===== config.mk =====
export PLATFORM = sky130hd
export DESIGN_NAME = dadda_mul_8x8
export DESIGN_NICKNAME = d
export VERILOG_FILES = /design/src/rtl/dadda_pkg.sv /design/src/rtl/dadda_fa.sv /design/src/rtl/dadda_ha.sv /design/src/rtl/dadda_stage.sv /design/src/rtl/dadda_mul_8x8.sv
export SDC_FILE = /design/constraint.sdc
export NUM_CORES = 1
export LEC_CHECK = 0
export ABC_CLOCK_PERIOD_IN_PS = 4200
export BUFFER_PORTS_ARGS = -buffer_cell sky130_fd_sc_hd__buf_2
export CAP_MARGIN = 5
export CELL_PAD_IN_SITES_DETAIL_PLACEMENT = 1
export CELL_PAD_IN_SITES_GLOBAL_PLACEMENT = 2
export CORE_MARGIN = 4
export CORE_UTILIZATION = 35
export DETAILED_ROUTE_END_ITERATION = 8
export HOLD_SLACK_MARGIN = 0.06
export PLACE_DENSITY = 0.83
export SYNTH_ARGS = -nofsm -noshare
export SYNTH_HDL_FRONTEND = slang
export SYNTH_HIERARCHICAL = 1
export SYNTH_SLANG_ARGS = --single-unit

===== constraint.sdc =====
create_clock -name clock -period 4.2 [get_ports clock]
set_clock_uncertainty 0.1 [all_clocks]
set_input_delay 0.42 -clock clock [delete_from_list [all_inputs] [get_ports clock]]
set_output_delay 0.42 -clock clock [all_outputs]
set_load 0.005 [all_outputs]

===== src/rtl/dadda_pkg.sv =====
// dadda_pkg
// Shared constants and the compile-time Dadda reduction schedule for the
// 8x8 unsigned multiplier.
//   MUL_W    : operand width
//   PROD_W   : product width (2*MUL_W), also the number of bit columns
//   MAX_H    : tallest partial-product column, which sizes the column arrays
//   dadda_d  : height limit that a given reduction stage reduces to
//   sched    : per stage and column, the incoming height or the FA/HA count
package dadda_pkg;

  localparam int MUL_W    = 8;
  localparam int PROD_W   = 2 * MUL_W;
  localparam int MAX_H    = MUL_W;
  localparam int N_STAGES = 4;

  // Selectors for sched()
  localparam int SCH_H  = 0;
  localparam int SCH_FA = 1;
  localparam int SCH_HA = 2;

  // Height limits of the four stages: 6, 4, 3, 2
  function automatic int dadda_d(input int s);
    case (s)
      0:       return 6;
      1:       return 4;
      2:       return 3;
      default: return 2;
    endcase
  endfunction

  // Partial-product column heights: 1,2,..,8,..,2,1 (column 15 is empty)
  function automatic int pp_height(input int c);
    if (c < MUL_W)           return c + 1;
    else if (c < PROD_W - 1) return PROD_W - 1 - c;
    else                     return 0;
  endfunction

  // Replays the reduction from the partial products up to stage s and
  // returns, for column c of that stage, its input height or the number of
  // full/half adders placed there. Columns are walked LSB first so that the
  // carries arriving from column c-1 count toward the height of column c.
  // Only the excess above the limit is removed: each FA removes two bits,
  // and a single leftover bit of excess costs one HA.
  function automatic int sched(input int s, input int c, input int what);
    int h  [PROD_W];
    int nh [PROD_W];
    int cin, e, fa, ha;
    for (int col = 0; col < PROD_W; col++) h[col] = pp_height(col);
    for (int st = 0; st <= s; st++) begin
      cin = 0;
      for (int col = 0; col < PROD_W; col++) begin
        if (st == s && col == c) begin
          e  = h[col] + cin - dadda_d(st);
          fa = (e > 0) ? e / 2 : 0;
          ha = (e > 0) ? e % 2 : 0;
          if (what == SCH_H)  return h[col];
          if (what == SCH_FA) return fa;
          return ha;
        end
        e       = h[col] + cin - dadda_d(st);
        fa      = (e > 0) ? e / 2 : 0;
        ha      = (e > 0) ? e % 2 : 0;
        nh[col] = h[col] - 2 * fa - ha + cin;
        cin     = fa + ha;
      end
      h = nh;
    end
    return 0;
  endfunction

endpackage


===== src/rtl/dadda_fa.sv =====
// dadda_fa
// Full adder (3:2 compressor).
//   x, y, cin : input bits of equal weight
//   sum       : result bit, same weight
//   cout      : carry bit, next weight up
module dadda_fa (
  input  logic x,
  input  logic y,
  input  logic cin,
  output logic sum,
  output logic cout
);

  assign sum  = x ^ y ^ cin;
  assign cout = (x & y) | (cin & (x ^ y));

endmodule


===== src/rtl/dadda_ha.sv =====
// dadda_ha
// Half adder (2:2 compressor).
//   x, y : input bits of equal weight
//   sum  : result bit, same weight
//   cout : carry bit, next weight up
module dadda_ha (
  input  logic x,
  input  logic y,
  output logic sum,
  output logic cout
);

  assign sum  = x ^ y;
  assign cout = x & y;

endmodule


===== src/rtl/dadda_stage.sv =====
// dadda_stage
// One Dadda reduction stage. The FA/HA count of every column comes from the
// compile-time schedule in dadda_pkg, so each stage instance elaborates
// exactly the adders that its height limit needs.
//   STAGE : stage index 0..3 (height limits 6, 4, 3, 2)
//   col_i : bit columns entering the stage, [column][bit], unused bits are 0
//   col_o : bit columns leaving the stage, same layout
// Output column layout: untouched bits first, then this column's FA sums,
// then HA sums, then carries arriving from the column below.
module dadda_stage
  import dadda_pkg::*;
#(
  parameter int STAGE = 0
) (
  input  logic [PROD_W-1:0][MAX_H-1:0] col_i,
  output logic [PROD_W-1:0][MAX_H-1:0] col_o
);

  // Carries produced in each column: FA carries first, then the HA carry
  logic [PROD_W-1:0][MAX_H-1:0] cy;

  for (genvar gc = 0; gc < PROD_W; gc++) begin : g_col
    localparam int H     = sched(STAGE, gc, SCH_H);
    localparam int FA    = sched(STAGE, gc, SCH_FA);
    localparam int HA    = sched(STAGE, gc, SCH_HA);
    localparam int USED  = 3 * FA + 2 * HA;
    localparam int PASS  = H - USED;
    localparam int CIN_N = (gc > 0) ? sched(STAGE, gc - 1, SCH_FA) + sched(STAGE, gc - 1, SCH_HA) : 0;
    localparam int OUT_H = PASS + FA + HA + CIN_N;

    for (genvar gk = 0; gk < FA; gk++) begin : g_fa
      dadda_fa u_fa (
        .x   (col_i[gc][3*gk]),
        .y   (col_i[gc][3*gk+1]),
        .cin (col_i[gc][3*gk+2]),
        .sum (col_o[gc][PASS+gk]),
        .cout(cy[gc][gk])
      );
    end

    for (genvar gk = 0; gk < HA; gk++) begin : g_ha
      dadda_ha u_ha (
        .x   (col_i[gc][3*FA+2*gk]),
        .y   (col_i[gc][3*FA+2*gk+1]),
        .sum (col_o[gc][PASS+FA+gk]),
        .cout(cy[gc][FA+gk])
      );
    end

    // Bits above the adders' inputs pass straight through
    for (genvar gp = 0; gp < PASS; gp++) begin : g_pass
      assign col_o[gc][gp] = col_i[gc][USED+gp];
    end

    for (genvar gj = 0; gj < CIN_N; gj++) begin : g_cin
      assign col_o[gc][PASS+FA+HA+gj] = cy[gc-1][gj];
    end

    for (genvar gz = OUT_H; gz < MAX_H; gz++) begin : g_zo
      assign col_o[gc][gz] = 1'b0;
    end

    for (genvar gz = FA + HA; gz < MAX_H; gz++) begin : g_zc
      assign cy[gc][gz] = 1'b0;
    end
  end

  // Empty slots of the column arrays are intentionally left unread
  logic unused_bits;
  assign unused_bits = ^{col_i, cy};

endmodule


===== src/rtl/dadda_mul_8x8.sv =====
// dadda_mul_8x8
// Unsigned 8x8 multiplier: AND-array partial products, four-stage Dadda
// reduction (limits 6, 4, 3, 2) and a final 16-bit carry-propagate adder.
//   clock   : clocks out_q only
//   reset_n : asynchronous active-low reset, clears out_q
//   a, b    : unsigned operands
//   out     : combinational product a*b
//   out_q   : out registered on the rising edge of clock
module dadda_mul_8x8
  import dadda_pkg::*;
#(
  parameter int WIDTH = MUL_W
) (
  input  logic               clock,
  input  logic               reset_n,
  input  logic [WIDTH-1:0]   a,
  input  logic [WIDTH-1:0]   b,
  output logic [2*WIDTH-1:0] out,
  output logic [2*WIDTH-1:0] out_q
);

  logic [PROD_W-1:0][MAX_H-1:0] t0, t1, t2, t3, t4;
  logic [PROD_W-1:0]            row0, row1;

  // pp[i][j] lands in column i+j; within a column bits are packed by i,
  // starting from the smallest i that can reach that column.
  for (genvar gi = 0; gi < WIDTH; gi++) begin : g_ppa
    for (genvar gj = 0; gj < WIDTH; gj++) begin : g_ppb
      localparam int C  = gi + gj;
      localparam int LO = (C >= WIDTH) ? C - WIDTH + 1 : 0;
      assign t0[C][gi-LO] = a[gi] & b[gj];
    end
  end

  for (genvar gc = 0; gc < PROD_W; gc++) begin : g_ppz
    localparam int PH = pp_height(gc);
    for (genvar gk = PH; gk < MAX_H; gk++) begin : g_z
      assign t0[gc][gk] = 1'b0;
    end
  end

  dadda_stage #(.STAGE(0)) u_st0 (.col_i(t0), .col_o(t1));
  dadda_stage #(.STAGE(1)) u_st1 (.col_i(t1), .col_o(t2));
  dadda_stage #(.STAGE(2)) u_st2 (.col_i(t2), .col_o(t3));
  dadda_stage #(.STAGE(3)) u_st3 (.col_i(t3), .col_o(t4));

  // At most two bits remain per column; gather them into two addend rows
  for (genvar gc = 0; gc < PROD_W; gc++) begin : g_rows
    assign row0[gc] = t4[gc][0];
    assign row1[gc] = t4[gc][1];
  end

  // The sum can never exceed 16 bits, so the carry out is simply dropped
  assign out = row0 + row1;

  logic unused_t4;
  assign unused_t4 = ^t4;

  always_ff @(posedge clock or negedge reset_n) begin
    if (!reset_n) out_q <= '0;
    else          out_q <= out;
  end

endmodule


======== After elaboration in Yosys (flattened, before gate mapping) ========
Cells that the tools add are included.
operators by class
  add/sub/neg operators ................... 1
  bitwise gates (word level) .............. 253
operator list
  operator          number
  $and A1 B1 Y1     141
  $xor A1 B1 Y1     77
  $or A1 B1 Y1      35
  $add A15 B15 Y16  1
storage, ports and cells
  register bits ........................... 16
  input bits .............................. 18
  output and inout port bits .............. 32
  word-level logic and storage cells ...... 255

======== Longest topological paths before layout ========
Gate-level depths: netlist of the first run.
  depth in word-level cells ............... 12
  mapped depth ............................ 12
  gate-level depth less buffers ........... 11

======== By module ========
Netlist of the first run, hierarchy kept.
by module, submodules not included
  module                instances  cells an instance  area each (µm²)  seq. area each (µm²)
  dadda_mul_8x8         1          185                1614.0           400.4
  dadda_stage at u_st0  1          117                874.6            0.0
  dadda_stage at u_st2  1          109                814.5            0.0
  dadda_stage at u_st3  1          105                784.5            0.0
  dadda_stage at u_st1  1          101                754.5            0.0
  dadda_fa              35         1                  20.0             0.0
  dadda_ha              7          1                  12.5             0.0

======== Least setup slack after synthesis of the first run ========
Ideal clock, no wire load.
  path type ............................... input to output
  start point ............................. input a[3]
  end point ............................... output out[13]
  data arrival time ....................... 3.688 ns
  setup slack ............................. -0.008 ns
  stages on the path ...................... 12
  path buffers ............................ 1
  cell sequence ........................... and2_1 > fa_1 > fa_1 > fa_1 > fa_1 > ha_1 > buf_4 > a21oi_1 > o21ai_1 > mux2i_1 > nand2_1 > nor3_2
RTL lines
  element             line                 RTL
  start: declaration  dadda_mul_8x8.sv:16  input logic [WIDTH-1:0] a,
  end: declaration    dadda_mul_8x8.sv:18  output logic [2*WIDTH-1:0] out,

==> results of run 1 <==
==> power by group through the flow <==
stage | registers, W | clock network [W] | logic, W
floorplan | 0.000251 | 0 | 0.000783
global placement | 0.000236 | 0 | 0.00126
detailed placement | 0.000241 | 0 | 0.00130
CTS | 0.000238 | 0.000113 | 0.00161
global route | 0.000242 | 0.000121 | 0.00190
finish | 0.000236 | 0.000107 | 0.00171
==> critical path, cell delays in order <==
cell     delay, ps
buf_2          110
and2_1         170
fa_2           540
fa_1           440
fa_2           390
fa_1           540
ha_4           340
nand4_1        180
nor4_4         320
nor3_2          70
xnor2_1        210
buf_2          160
==> layout make-up <==
type | instances | area (sq um)
fill | 981 | 5230
multi-input combinational | 207 | 2240
timing repair buffer | 97 | 673
sequential | 16 | 400
tap | 108 | 135
clock buffer | 3 | 41.3
==> final timing paths <==
path	depth (start not counted)	startpoint	slack, ps	end
worst min-delay path	2	reset_n	500	out_q[15]$_DFF_PN0_
min in group clock	3	b[0]	580	out_q[0]$_DFF_PN0_
max in group asynchronous	2	reset_n	3250	out_q[1]$_DFF_PN0_
worst max-delay path	12	a[4]	-220	out[14]
==> timing repair <==
item	in CTS	in global routing
hold buffers	1	0
pin swaps	42	14
hold endpoints to repair	16	0
buffers inserted	9	2
endpoints found under the setup margin	9	9
gates resized for setup	54	18
==> stage by stage <==
step,worst slack [ps],cells,area (sq um),hold WS (ps)
4_1_cts,-210,430,3400,508
3_3_place_gp,-351,417,3030,233
2_1_floorplan,20.7,327,3150,24.4
3_5_place_dp,-425,417,3030,238
5_1_grt,-353,431,3490,540
6_report,-224,431,3490,503
==> layer usage <==
metal / vias up / GRT usage / routed length, microns
met5: - / 0 / 0
met4: 0 / 0.0394 / 129
met3: 14 / 0.0135 / 306
met2: 55 / 0.239 / 3530
met1: 1007 / 0.169 / 2850
li1: 961 / - / -
==> layout by cell type, fill, tap and decap left out, drive strengths merged, types with 2 or more instances in the layout <==
cell type,count
nand2,9
and2,64
a31oi,2
mux2i,2
conb,3
fa,36
dfrtp,16
nand3,6
a21oi,14
o21ai,7
xor2,6
xnor2,7
nor3,4
a21o,5
nor2,3
nand4,2
o211ai,3
ha,22
buf,96
clkbuf,3
==> results_dict.tcl, run 1 <==
set metrics [dict create \
    grt_pass1_wl_mm 11.3 \
    drive_gt1_frac 0.467 \
    boundaryPins 50 \
    setup_slack_ps -224 \
    final-max-slew-violation-count 0 \
    num_vias 2037 \
    ant_nets 0 \
    min_path_type "primary input to asynchronous set/reset pin" \
    p_sw_frac 0.421 \
    share_clk_of_total_power 0.052 \
    syn_avg_cell_area_sq_um 9.66 \
    drt-initial-drc-count 47 \
    crit_fanout 5 \
    power_w 0.00205 \
    max_freq_mhz 226 \
    start_util 0.360 \
    postSynthCellCount 325 \
    grt_use_total 0.133 \
    combPwrFrac 0.833 \
    end_kind "output pin" \
    core_area_sq_mm 0.00872 \
    maxCapViolations 0 \
    drc_errors 0 \
    wl_per_cell_microns 15.8 \
    vdd_drop_max_uv 231 \
    yosys_warnings 6 \
    largest_register_ffs 16 \
    cts.sinks 16 \
    final_util 0.400 \
    setup_viol 8 \
    wl_mm 6.81 \
    fin_setup_tns_ps -1250 \
    cts_root_buffer "clkbuf_8" \
    dp_hpwl_mm 5.65 \
    status "finished with violations" \
    rsz0062_at_grt "yes" \
    hold_viol 0 \
    min_period_over_period 1.05 \
    diodes 0 \
    crit_required_ps 3680 \
    nets 401 \
    die_w_microns 103 \
    min_period_ps 4420 \
    drt_pass1_iterations 4 \
    antenna_found_initial 0 \
    syn_to_final_growth_pct 11.2 \
    numCtsBuffers 3 \
    via_per_inst 4.73 \
    die_h_microns 103 \
    grt_start_max_net_pins 17 \
    htreeDepth 1 \
    path_class "primary input to output pin" \
    top_regs "out_q (16)" \
    regMostFlops "out_q" \
    clk_path_buf_depth 2 \
    crit_arrival_ps 3900 \
    tritoncts "done" \
    rows 34 \
    power.leakage_nw 1.64 \
    port_buffers 49 \
    synth.cell_area_sq_mm 0.00314 \
    crit_path_start_kind "primary input" \
    p_int_w 0.00119 \
    switchingPower_w 0.000864 \
    power_density_mw_per_mm2 588 \
    first_global_vias 2340 \
    violations "negative setup slack" \
    path_clk_slew_ps 50 \
    seq_power_share 0.115 \
    finalWeightedCongestion 0.809 \
    dieArea_sq_mm 0.0105 \
    gr-total-overflow 0 \
]
Note: power is estimated with default switching activity, not from simulation.
==> run 2, diff against run 1 <==
CTS_BUF_LIST = sky130_fd_sc_hd__clkbuf_16   (was not set)
==> run 2 against run 1 <==
  * The run still ends with negative setup slack left
  * Routed wire length up 0.40%
  * Power up 3.4%
  * Final cell count unchanged
  * Sequential share of layout area down 0.11 points
  * First-iteration DRC count down 8.5%
  * Final area up 0.97%
  * Sequential cell count unchanged
  * Worst setup slack worse by 0.69 ps
  * Clock-buffer cell count unchanged
  * Largest cell class unchanged
==> results_dict.tcl, run 2 (synthesis results as in run 1) <==
set metrics [dict create \
    path_clk_slew_ps 40 \
    min_period_over_period 1.05 \
    drc_errors 0 \
    core_area_sq_mm 0.00872 \
    top_regs "out_q (16)" \
    maxCapViolations 0 \
    switchingPower_w 0.000873 \
    cts.sinks 16 \
    power.leakage_nw 1.65 \
    p_sw_frac 0.411 \
    dp_hpwl_mm 5.65 \
    share_clk_of_total_power 0.083 \
    drt_pass1_iterations 3 \
    crit_fanout 5 \
    path_class "primary input to output pin" \
    drive_gt1_frac 0.467 \
    crit_path_start_kind "primary input" \
    nets 401 \
    violations "negative setup slack" \
    min_period_ps 4420 \
    combPwrFrac 0.806 \
    first_global_vias 2341 \
    setup_viol 8 \
    numCtsBuffers 3 \
    end_kind "output pin" \
    syn_to_final_growth_pct 12.3 \
    ant_nets 0 \
    layout_common_cells "and2_1, buf_2, buf_4" \
    grt_pass1_wl_mm 11.3 \
    power_w 0.00212 \
    setup_slack_ps -224 \
    vdd_drop_max_uv 274 \
    status "finished with violations" \
    fin_setup_tns_ps -1250 \
    grt_start_max_net_pins 17 \
    antenna_found_initial 0 \
    final-max-slew-violation-count 0 \
    final_util 0.404 \
    start_util 0.360 \
    num_vias 2035 \
    htreeDepth 1 \
    drt-initial-drc-count 43 \
    clk_path_buf_depth 2 \
    cts_root_buffer "clkbuf_16" \
    boundaryPins 50 \
    hold_viol 0 \
    rows 34 \
    die_h_microns 103 \
    seq_power_share 0.112 \
    wl_per_cell_microns 15.9 \
    gr-total-overflow 0 \
    crit_arrival_ps 3900 \
    min_path_type "primary input to asynchronous set/reset pin" \
    via_per_inst 4.72 \
    dieArea_sq_mm 0.0105 \
    grt_use_total 0.133 \
    tritoncts "done" \
    power_density_mw_per_mm2 602 \
    port_buffers 49 \
    pre_cts_slack_ps -425 \
    crit_required_ps 3680 \
    rsz0062_at_grt "yes" \
    die_w_microns 103 \
    wl_mm 6.84 \
    layout_commonest_cell "and2_1" \
    diodes 0 \
    p_int_w 0.00125 \
    max_freq_mhz 226 \
    regMostFlops "out_q" \
    finalWeightedCongestion 0.809 \
    largest_register_ffs 16 \
]
run 2: cell count changes in the layout (fill, tap and decap cells not counted):
cell,change
clkbuf_16,+3
clkbuf_8,-3
run 2: final cells by class:
class	count	area (sq um)
Timing Repair Buffer	97	673
Multi-Input combinational cell	207	2240
Clock buffer	3	75.1
Fill cell	977	5200
Sequential cell	16	400
Tap cell	108	135
run 2: metal layers:
layer | up-vias | wire, microns | track usage | share of wire
met5 | - | 0 | 0 | 0
met4 | 0 | 124 | 0.0394 | 0.018
met3 | 14 | 305 | 0.0115 | 0.045
met2 | 53 | 3550 | 0.239 | 0.52
met1 | 1006 | 2860 | 0.169 | 0.42
li1 | 962 | - | - | -
run 2: power by group through the flow:
stage                     registers, W  clock network, W  logic [W]
after floorplan               0.000251                 0   0.000783
after global placement        0.000236                 0    0.00126
after detailed placement      0.000241                 0    0.00130
after CTS                     0.000239          0.000181    0.00161
after global routing          0.000243          0.000189    0.00189
final                         0.000237          0.000175    0.00171
run 2: worst paths after layout:
check                      startpoint             endpoint  slack (ps)  cells past startpoint
hold / removal                reset_n  out_q[15]$_DFF_PN0_         510                      2
min in group clock               b[0]   out_q[0]$_DFF_PN0_         590                      3
max in group asynchronous     reset_n   out_q[1]$_DFF_PN0_        3250                      2
setup / recovery                 a[4]              out[14]        -220                     12
run 2: critical path, cell delays in order:
cell and delay, ps:
buf_2 110, and2_1 170, fa_2 540, fa_1 440, fa_2 390, fa_1 540
ha_4 340, nand4_1 180, nor4_4 320, nor3_2 70, xnor2_1 210, buf_2 160
run 2: what timing repair did:
action / in CTS / in global routing
endpoints found under the setup margin: 9 / 9
pin swaps: 42 / 14
gates resized for setup: 54 / 18
hold buffers: 1 / 0
hold endpoints to repair: 16 / 0
buffers inserted: 9 / 2
run 2: per-stage QoR:
step	instances	area, sq um	hold slack (ps)
after detailed placement	417	3030	238
after floorplan	327	3150	24.4
after global placement	417	3030	233
final	431	3520	508
after CTS	430	3430	517
after global routing	431	3520	551
==> run 3, diff against run 2 <==
ABC_AREA = 1   (was not set)
CORE_UTILIZATION = 33   (was 35)
==> run 3 against run 2 <==
  * The flow now finishes without violations
  * Maximum frequency up 5.4%
  * Sequential share of layout area down 0.20 points
  * Via count rose by 18%
  * Final area rose by 1.8%
  * Synthesized area increased by 7.7%
  * Synthesized cell count grew 46%
  * Clock-buffer cell count did not move
  * Routed wire length up 1.3%
  * Die area up 13%
  * Final cell count is 35% higher
  * Non-clock buffer count is 14 lower
  * Sequential power barely moved
==> results_dict.tcl, run 3 <==
set metrics [dict create \
    placedCellCount 575 \
    synth.cell_area_sq_mm 0.00338 \
    power_density_mw_per_mm2 530 \
    grt_util_met3 0.00770 \
    diodes 0 \
    end_kind "output pin" \
    rows 36 \
    switchingPower_w 0.000862 \
    postSynthCellCount 476 \
    gr-total-overflow 0 \
    final-max-slew-violation-count 0 \
    boundaryPins 50 \
    wl_mm 6.93 \
    p_sw_frac 0.453 \
    wl_per_cell_microns 11.9 \
    crit_arrival_ps 3680 \
    crit_path_start_kind "primary input" \
    drt_pass1_iterations 4 \
    numCtsBuffers 3 \
    num_vias 2409 \
    final_cells 584 \
    regMostFlops "out_q" \
    top_regs "out_q (16)" \
    setup_viol 0 \
    gr-usage-met1 0.159 \
    power_w 0.00190 \
    largest_register_ffs 16 \
    pre_cts_slack_ps -235 \
    die_w_microns 109 \
    num-fill-cells 1237 \
    yosys_warnings 6 \
    drive_gt1_frac 0.333 \
    layout_commonest_cell "nand2_1" \
    syn_to_final_growth_pct 6.22 \
    use_met2 0.232 \
    tritoncts "done" \
    nets 528 \
    seq_power_share 0.123 \
    port_buffers 49 \
    path_clk_slew_ps 50 \
    finalWeightedCongestion 0.795 \
    status "finished, final reports clean" \
    share_clk_of_total_power 0.096 \
    placed_area_sq_mm 0.00323 \
    multiInputGateArea_sq_mm 0.00201 \
    layout_common_cells "nand2_1, inv_1, buf_2" \
    p_int_w 0.00104 \
    crit_fanout 4 \
    register_area_sq_um 400 \
    min_period_ps 4200 \
    maxCapViolations 0 \
    combPwrFrac 0.781 \
    fin_setup_tns_ps 0 \
    max_freq_mhz 238 \
    drt-initial-drc-count 42 \
    dieArea_sq_mm 0.0119 \
    rsz0062_at_grt "yes" \
    antenna_found_initial 0 \
    setup_slack_ps 3.11 \
    grt_start_max_net_pins 17 \
    die_h_microns 109 \
    clk_path_buf_depth 2 \
    fin_area_sq_mm 0.00359 \
    htreeDepth 1 \
    drc_errors 0 \
    path_class "primary input to output pin" \
    top_usage_layer "met2" \
    ant_nets 0 \
    first_global_vias 2648 \
    cts.sinks 16 \
    core_area_sq_mm 0.00986 \
    grt_use_total 0.124 \
    grt_pass1_wl_mm 12.0 \
    via_per_inst 4.13 \
    min_period_over_period 0.999 \
    vdd_drop_max_uv 191 \
    crit_required_ps 3680 \
    start_util 0.342 \
    hold_viol 0 \
    dp_hpwl_mm 6.20 \
    syn_avg_cell_area_sq_um 7.10 \
    power.leakage_nw 2.28 \
    cts_root_buffer "clkbuf_16" \
    min_path_type "primary input to asynchronous set/reset pin" \
]
## run 3: cell types whose count changed in the layout (fill, tap and decap cells not counted), moves of 9 or more
| cell | before | now |
|---|---|---|
| inv_1 | 0 | 90 |
| nand2_2 | 1 | 27 |
| buf_4 | 41 | 31 |
| nand2_1 | 7 | 114 |
| and2_4 | 9 | 0 |
| and2_1 | 55 | 0 |
| inv_2 | 0 | 11 |
## run 3: repair_timing
item / 4_1_cts / 5_1_grt
hold endpoints to repair: 16 / 0
pin swaps: 25 / 32
setup buffers: 1 / 3
hold buffers: 1 / 0
endpoints found under the setup margin: 9 / 10
gates resized for setup: 28 / 38
## run 3: power groups by stage
| stage | combinational [W] | clock, W | sequential (W) |
|---|---|---|---|
| 3_5_place_dp | 0.00122 | 0 | 0.000237 |
| 3_3_place_gp | 0.00120 | 0 | 0.000234 |
| 6_report | 0.00149 | 0.000183 | 0.000234 |
| 5_1_grt | 0.00168 | 0.000197 | 0.000238 |
| 2_1_floorplan | 0.000768 | 0 | 0.000249 |
| 4_1_cts | 0.00140 | 0.000189 | 0.000235 |
## run 3: cell type report
| type | count | area share |
|---|---|---|
| clock buffer | 3 | 0.0209 |
| tap | 133 | 0.0464 |
| multi-input combinational | 246 | 0.561 |
| clock inverter | 1 | 0.00105 |
| sequential | 16 | 0.112 |
| timing repair buffer | 83 | 0.152 |
| inverter | 102 | 0.107 |
## run 3: critical path: stages
cell     delay (ps)
buf_4           130
nand2_1          60
inv_1            50
fa_1            520
fa_1            430
fa_2            550
fa_1            460
ha_4            320
nand2_2          60
inv_2            70
nand2_2          60
nor3_2          150
nand2_1          80
nand2_1          80
nand2_1          50
nand2_1          70
buf_2           110
## run 3: metrics by stage
step           hold slack, ps   util
3_3_place_gp              238  0.328
2_1_floorplan            24.4      -
6_report                  513  0.364
3_5_place_dp              249  0.328
5_1_grt                   561  0.364
4_1_cts                   518  0.351
## run 3: how the worst max path moves through the flow
| stage | endpoint | startpoint | depth (start not counted) | slack, ps |
|---|---|---|---|---|
| floorplan | out[14] | a[2] | 14 | 40 |
| global placement | out[15] | a[3] | 17 | -210 |
| detailed placement | out[14] | b[6] | 15 | -240 |
| CTS | out[9] | a[3] | 18 | 3 |
| global route | out[14] | b[7] | 17 | -180 |
| finish | out[15] | a[2] | 17 | 3 |
## run 3: metal layers
metal,routed length [microns],vias to the layer above
met1,3140,1153
met3,205,2
li1,-,1215
met4,25,0
met5,0,-
met2,3570,39
